**config.mk**
```make
export PLATFORM = sky130hd
export DESIGN_NAME = controller_imem_scrubber_flat
export DESIGN_NICKNAME = d
export VERILOG_FILES = /design/src/rtl/controller_imem_scrubber_if.sv /design/src/rtl/controller_imem_scrubber.sv /design/src/flat_wrapper.sv
export SDC_FILE = /design/constraint.sdc
export NUM_CORES = 1
export LEC_CHECK = 0
export BUFFER_PORTS_ARGS = -buffer_cell sky130_fd_sc_hd__clkbuf_2
export CORE_MARGIN = 8
export CORE_UTILIZATION = 47
export CTS_BUF_LIST = sky130_fd_sc_hd__clkbuf_16
export CTS_CLUSTER_DIAMETER = 60
export DETAILED_ROUTE_END_ITERATION = 8
export PLACE_DENSITY = 0.78
export SYNTH_ARGS = -nofsm -noshare
export SYNTH_HDL_FRONTEND = slang
export SYNTH_SLANG_ARGS = --single-unit
```
**constraint.sdc**
```tcl
create_clock -name clk -period 2.8 [get_ports clk]
set_input_delay 0.14 -clock clk [delete_from_list [all_inputs] [get_ports clk]]
set_output_delay 0.14 -clock clk [all_outputs]
set_load 0.02 [all_outputs]
```
**src/rtl/controller_imem_scrubber_if.sv**
```systemverilog
// rtl/controller_imem_scrubber_if.sv - host bus and instruction-RAM port bundle for the scrubber
// The slave modport is the scrubber's view; master is the host/RAM environment.
interface controller_imem_scrubber_if #(
  parameter int ADDR_W = 13
);
  logic [ADDR_W-1:0] host_address;
  logic              host_read;
  logic              host_write;
  logic [31:0]       host_writedata;
  logic [3:0]        host_byteenable;
  logic              host_waitrequest;
  logic [31:0]       host_readdata;
  logic              host_readdatavalid;

  logic [ADDR_W-1:0] mem_address;
  logic              mem_chipselect;
  logic              mem_write;
  logic              mem_debugaccess;
  logic [31:0]       mem_writedata;
  logic [3:0]        mem_byteenable;
  logic [31:0]       mem_readdata;

  modport slave (
    input  host_address, host_read, host_write, host_writedata, host_byteenable,
    output host_waitrequest, host_readdata, host_readdatavalid,
    output mem_address, mem_chipselect, mem_write, mem_debugaccess,
    output mem_writedata, mem_byteenable,
    input  mem_readdata
  );

  modport master (
    output host_address, host_read, host_write, host_writedata, host_byteenable,
    input  host_waitrequest, host_readdata, host_readdatavalid,
    input  mem_address, mem_chipselect, mem_write, mem_debugaccess,
    input  mem_writedata, mem_byteenable,
    output mem_readdata
  );
endinterface

```
**src/rtl/controller_imem_scrubber.sv**
```systemverilog
// rtl/controller_imem_scrubber.sv - instruction-RAM checksum scrubber sharing the RAM port with a host
// Host has priority on the port; the scanner is forced through after STARVE_LIMIT denials.
module controller_imem_scrubber #(
  parameter int ADDR_W       = 13,
  parameter int STARVE_LIMIT = 8
) (
  input  logic                        clk,
  input  logic                        reset,
  controller_imem_scrubber_if.slave   bus,
  input  logic                        start,
  output logic                        busy,
  output logic                        done,
  output logic [31:0]                 checksum
);
  localparam int SW = $clog2(STARVE_LIMIT + 1) < 1 ? 1 : $clog2(STARVE_LIMIT + 1);
  localparam logic [ADDR_W-1:0] LAST_ADDR = '1;

  typedef enum logic [1:0] {IDLE, SCAN, DRAIN} state_t;

  state_t            state_q, state_d;
  logic [ADDR_W-1:0] scan_addr_q, scan_addr_d;
  logic [SW-1:0]     starve_q, starve_d;
  logic [31:0]       acc_q, acc_d;
  logic [31:0]       checksum_q, checksum_d;
  logic              done_q, done_d;
  logic              rdv_q, rdv_d;
  logic              scan_rd_q, scan_rd_d;

  logic host_req;
  logic host_grant;
  logic scan_issue;

  // Gating with reset keeps the RAM port quiet for the whole time reset is held.
  assign host_req   = bus.host_read | bus.host_write;
  assign host_grant = host_req && !reset &&
                      !((state_q == SCAN) && (starve_q == SW'(STARVE_LIMIT)));
  assign scan_issue = (state_q == SCAN) && !host_grant && !reset;

  always_ff @(posedge clk or posedge reset) begin
    if (reset) begin
      state_q     <= IDLE;
      scan_addr_q <= '0;
      starve_q    <= '0;
      acc_q       <= '0;
      checksum_q  <= '0;
      done_q      <= 1'b0;
      rdv_q       <= 1'b0;
      scan_rd_q   <= 1'b0;
    end else begin
      state_q     <= state_d;
      scan_addr_q <= scan_addr_d;
      starve_q    <= starve_d;
      acc_q       <= acc_d;
      checksum_q  <= checksum_d;
      done_q      <= done_d;
      rdv_q       <= rdv_d;
      scan_rd_q   <= scan_rd_d;
    end
  end

  always_comb begin
    state_d     = state_q;
    scan_addr_d = scan_addr_q;
    starve_d    = starve_q;
    checksum_d  = checksum_q;
    done_d      = 1'b0;
    rdv_d       = host_grant && bus.host_read && !bus.host_write;
    scan_rd_d   = scan_issue;
    acc_d       = scan_rd_q ? acc_q + bus.mem_readdata : acc_q;

    case (state_q)
      IDLE: begin
        if (start) state_d = SCAN;
      end
      SCAN: begin
        if (scan_issue) begin
          scan_addr_d = scan_addr_q + ADDR_W'(1);
          starve_d    = '0;
          if (scan_addr_q == LAST_ADDR) state_d = DRAIN;
        end else if (host_grant) begin
          starve_d = starve_q + SW'(1);
        end
      end
      DRAIN: begin
        // The last word's data lands this cycle; fold it straight into the result.
        state_d     = IDLE;
        checksum_d  = acc_q + bus.mem_readdata;
        done_d      = 1'b1;
        acc_d       = '0;
        scan_addr_d = '0;
        starve_d    = '0;
      end
      default: state_d = IDLE;
    endcase
  end

  always_comb begin
    bus.mem_address     = '0;
    bus.mem_chipselect  = 1'b0;
    bus.mem_write       = 1'b0;
    bus.mem_debugaccess = 1'b0;
    bus.mem_writedata   = '0;
    bus.mem_byteenable  = '0;
    if (host_grant) begin
      bus.mem_address     = bus.host_address;
      bus.mem_chipselect  = 1'b1;
      bus.mem_write       = bus.host_write;
      bus.mem_debugaccess = bus.host_write;
      bus.mem_writedata   = bus.host_writedata;
      bus.mem_byteenable  = bus.host_byteenable;
    end else if (scan_issue) begin
      bus.mem_address     = scan_addr_q;
      bus.mem_chipselect  = 1'b1;
      bus.mem_byteenable  = 4'hF;
    end
  end

  assign bus.host_waitrequest   = host_req && !host_grant;
  assign bus.host_readdata      = bus.mem_readdata;
  assign bus.host_readdatavalid = rdv_q;
  assign busy                   = (state_q != IDLE);
  assign done                   = done_q;
  assign checksum               = checksum_q;
endmodule

```
**src/flat_wrapper.sv**
```systemverilog
// flat-port wrapper written by rule: the top's interface ports become plain ports
module controller_imem_scrubber_flat 
#(
  parameter int ADDR_W       = 13,
  parameter int STARVE_LIMIT = 8
)
  (clk, reset, start, busy, done, checksum, bus_host_address, bus_host_read, bus_host_write, bus_host_writedata, bus_host_byteenable, bus_host_waitrequest, bus_host_readdata, bus_host_readdatavalid, bus_mem_address, bus_mem_chipselect, bus_mem_write, bus_mem_debugaccess, bus_mem_writedata, bus_mem_byteenable, bus_mem_readdata);
  controller_imem_scrubber_if #(.ADDR_W(ADDR_W)) bus_i ();
  input  logic clk;
  input  logic reset;
  input  logic start;
  output logic busy;
  output logic done;
  output logic [31:0] checksum;
  input wire logic [$bits(bus_i.host_address)-1:0] bus_host_address;
  input wire logic [$bits(bus_i.host_read)-1:0] bus_host_read;
  input wire logic [$bits(bus_i.host_write)-1:0] bus_host_write;
  input wire logic [$bits(bus_i.host_writedata)-1:0] bus_host_writedata;
  input wire logic [$bits(bus_i.host_byteenable)-1:0] bus_host_byteenable;
  output wire logic [$bits(bus_i.host_waitrequest)-1:0] bus_host_waitrequest;
  output wire logic [$bits(bus_i.host_readdata)-1:0] bus_host_readdata;
  output wire logic [$bits(bus_i.host_readdatavalid)-1:0] bus_host_readdatavalid;
  output wire logic [$bits(bus_i.mem_address)-1:0] bus_mem_address;
  output wire logic [$bits(bus_i.mem_chipselect)-1:0] bus_mem_chipselect;
  output wire logic [$bits(bus_i.mem_write)-1:0] bus_mem_write;
  output wire logic [$bits(bus_i.mem_debugaccess)-1:0] bus_mem_debugaccess;
  output wire logic [$bits(bus_i.mem_writedata)-1:0] bus_mem_writedata;
  output wire logic [$bits(bus_i.mem_byteenable)-1:0] bus_mem_byteenable;
  input wire logic [$bits(bus_i.mem_readdata)-1:0] bus_mem_readdata;
  assign bus_i.host_address = bus_host_address;
  assign bus_i.host_read = bus_host_read;
  assign bus_i.host_write = bus_host_write;
  assign bus_i.host_writedata = bus_host_writedata;
  assign bus_i.host_byteenable = bus_host_byteenable;
  assign bus_host_waitrequest = bus_i.host_waitrequest;
  assign bus_host_readdata = bus_i.host_readdata;
  assign bus_host_readdatavalid = bus_i.host_readdatavalid;
  assign bus_mem_address = bus_i.mem_address;
  assign bus_mem_chipselect = bus_i.mem_chipselect;
  assign bus_mem_write = bus_i.mem_write;
  assign bus_mem_debugaccess = bus_i.mem_debugaccess;
  assign bus_mem_writedata = bus_i.mem_writedata;
  assign bus_mem_byteenable = bus_i.mem_byteenable;
  assign bus_i.mem_readdata = bus_mem_readdata;
  controller_imem_scrubber #(.ADDR_W(ADDR_W), .STARVE_LIMIT(STARVE_LIMIT)) u_core (.clk(clk), .reset(reset), .bus(bus_i), .start(start), .busy(busy), .done(done), .checksum(checksum));
endmodule
```
==> run_results.csv <==
group,metric,value,unit
placement,dp_hpwl,12.9,mm
synthesis,synth-seq-cells,86,
grt,grt_pass1_vias,5432,
floorplanning,coreArea,0.0131,mm^2
final_layout,drive_gt1_frac,0.366,
route,ant_nets,0,
route,wl_met1,7.73,mm
final_layout,area_growth,25.7,%
clock_network,clk_pin_slew,0.06,ns
timing,hold_violations,0,
timing,fmax,349,MHz
timing,relSlewSlack,0.476,
pwr,ir_drop,0.461,mV
synthesis,synth_ff_type,"dfrtp_1",
synthesis,synth-adder-area-share,0.0798,
synthesis,synthCells,682,
timing,worstMarginPinSlew,0.783,ns
route,vias,5647,
critical_path,reg2reg_slack,-0.07,ns
critical_path,crit_path_end,"u_core.acc_q[26]",
route,post_drt_wl_per_cell,16.1,um
clock_network,numClockSinks,86,
pwr,pwr_density_cell,923,mW/mm^2
critical_path,cp.arrival,3.14,ns
route,drtPass1Iterations,6,
critical_path,crit_path_top_delay_cell,"or4_4",
synthesis,synth_compound_area_frac,0.178,
clock_network,root_buffer,"clkbuf_16",
critical_path,cpLargestDelayFamily,"compound AO/OA/AOI/OAI gates",
run_status,status,"finished, violations left",
route,wl_met2,8.12,mm
timing,finalSetupViolCount,8,
synthesis,synthTopCellsByArea,"dfrtp_1 35%, ha_1 7.7%, mux2_2 5.3%",
clock_network,cts_buffers,9,
critical_path,cpPeakStageDelay,0.43,ns
synthesis,avgSynthCellArea,9.11,um^2
placement,portBuffers,205,
synthesis,yosys.cell_types.count,74,
critical_path,r2r-end,"u_core.acc_q[26]",
synthesis,synth_edf_count,0,
timing,finalCriticalPeriod,2.87,ns
critical_path,reg2regPathDepth,11,
floorplanning,io_pins,206,
final_layout,final_common_cell,"clkbuf_2",
critical_path,crit_buf_inv,1,
grt,grt_start_max_net_pins,65,
timing,period_share,1.02,
floorplanning,die_y,131,um
synthesis,synth_xor_area_frac,0.0433,
clock_network,cts_tree,"built",
placement,gp_congestion,0.886,
synthesis,synth.top_cell.area_share,0.346,
synthesis,syn-num-nets,807,
placement,dp_slack,-0.157,ns
flow_run,max-cap-violations,0,
grt,overflow,0,
critical_path,cp.required,3.08,ns
grt,grt_pass1_wl,26.5,mm
pwr,power,7.21,mW
critical_path,crit_type,"reg2reg",
route,topRoutingLayerUsed,"met4",
timing,grt_setup_unrepaired,"yes",
clock_network,clock_path_buffers,2,
clock_network,worstSkewPairLatency,0.35,ns
final_layout,fin_nets,990,
synthesis,async_flop_share,1.00,
synthesis,syn-cell-area,0.00621,mm^2
route,vias_per_cell,5.40,
run_status,violations,"setup timing",
critical_path,crit_start,"u_core.acc_q[0]",
timing,finalMaxSlewViolations,0,
route,first_iter_violations,337,
route,drc,0,
floorplanning,die_area,0.0171,mm^2
synthesis,ys.warnings.count,0,
synthesis,synth_top_family_by_area,"simple AND/OR/NAND/NOR gates",
clock_network,cts.htree.levels,3,
critical_path,rr_startpoint,"u_core.acc_q[0]",
critical_path,crit_fanout,5,
final_layout,antenna_cells,0,
grt,antenna_found_initial,0,
floorplanning,std_cell_rows,42,
synthesis,synthSimpleGateAreaFrac,0.183,
final_layout,layout_common_cells,"205 x clkbuf_2, 85 x dfrtp_1, 56 x nand2_1",
synthesis,ys_seq_area_frac,0.346,
grt,grtUsageTotal,0.192,
critical_path,crit_chain,"ha_2 -> fa_2 -> a21o_1 -> a221o_1 -> nand4_1 -> a31oi_4 -> o41ai_4 -> buf_6 -> o31ai_4 -> or4_4 -> nand3_2",
timing,fin_skew,0.00709,ns
critical_path,critPathLaunchType,"register",
pwr,p_leak,3.93,nW
critical_path,end_kind,"register",
min_path,hold_path_class,"in2reg",
critical_path,critical_path_depth,11,
route,postRouteWirelength,16.8,mm
route,wl_met3,816,um
synthesis,synth_mux_area_frac,0.0896,
timing,setup_slack,-0.0655,ns
floorplanning,start_util,0.475,
synthesis,yosysTopAreaCell,"dfrtp_1",
timing,fin_hold_ws,0.0847,ns
floorplanning,die_w,131,um
==> routing by layer <==
layer	vias up	GRT usage
li1	2779	-
met1	2723	0.261
met2	132	0.300
met3	13	0.0438
met4	0	0.0506
met5	-	0
==> what timing repair did <==
| item | 4_1_cts | 5_1_grt |
|---|---|---|
| endpoints found under the setup margin | 13 | 31 |
| resized for setup | 11 | 20 |
| hold buffers | 1 | 0 |
| endpoints found under the hold margin | 39 | 0 |
| buffers inserted | 5 | 4 |
| pin swaps | 12 | 4 |
==> stage by stage <==
stage / cell area [um^2] / cells / setup TNS [ns] / util
after detailed placement: 7310 / 1020 / -0.695 / 0.559
after global routing: 7810 / 1046 / -1.58 / 0.597
after global placement: 7310 / 1020 / -0.283 / 0.559
after floorplan: 6230 / 682 / 0 / -
after CTS: 7690 / 1042 / -0.164 / 0.588
final: 7810 / 1046 / -0.232 / 0.597
==> power breakdown <==
| group | switching [mW] | total [mW] | internal [mW] |
|---|---|---|---|
| Sequential | 0.260 | 1.82 | 1.56 |
| Clock | 0.482 | 1.07 | 0.585 |
| Combinational | 2.47 | 4.32 | 1.85 |
==> kinds of logic after synthesis <==
| family | after synthesis |
|---|---|
| fa+ha+maj | 39 |
| mux | 52 |
| xor+xnor | 29 |
| buf+inv | 96 |
| flops | 86 |
| simple gates | 221 |
| compound gates | 159 |
==> worst min-delay path by stage <==
stage             startpoint                       endpoint  slack (ns)  cells after the start
5_1_grt        bus_host_read  u_core.bus.host_readdatavalid        0.09                      2
6_report       bus_host_read  u_core.bus.host_readdatavalid        0.08                      2
3_5_place_dp           reset  u_core.bus.host_readdatavalid        0.31                      2
3_3_place_gp           reset  u_core.bus.host_readdatavalid        0.32                      2
2_1_floorplan  bus_host_read  u_core.bus.host_readdatavalid        0.30                      1
4_1_cts        bus_host_read  u_core.bus.host_readdatavalid        0.08                      2
==> worst reg2reg max path: cells and delay by family (launching register included) <==
family          cells  cell delay (ns)
compound gates      5             0.99
simple gates        3             0.66
fa+ha+maj           2             0.59
flops               1             0.38
buf+inv             1             0.18
==> final cells by class <==
type                    instances  area (um^2)
flip-flops and latches         86         2150
inverters                      29          110
clock buffers                   9          225
repair buffers                239         1320
well taps                     176          220
clock inverters                 7         32.5
multi-input cells             500         3750
fillers                      1129         5280
==> flip-flops by register name, summed over array words and instances (netlist names) <==
register / flops
u_core.acc_q: 32
u_core.bus.host_readdatavalid: 1
u_core.checksum: 32
u_core.done: 1
u_core.scan_addr_q: 13
u_core.scan_rd_q: 1
u_core.starve_q: 4
u_core.state_q: 2
==> cells in the mapped netlist (7+ instances only) <==
cell type / instances
xnor2_1: 19
o21ai_0: 38
and3_1: 9
buf_4: 33
a22o_1: 12
inv_1: 28
nand2_1: 56
nand3_1: 14
a21oi_1: 38
ha_1: 38
nand4_1: 9
a21o_1: 10
dfrtp_1: 86
mux2_2: 29
nor2_1: 49
nor3_1: 10
clkbuf_1: 26
xor2_1: 9
nor2b_1: 7
and2_1: 35
mux2i_1: 23
No activity file was read; power rests on OpenSTA's default activity.
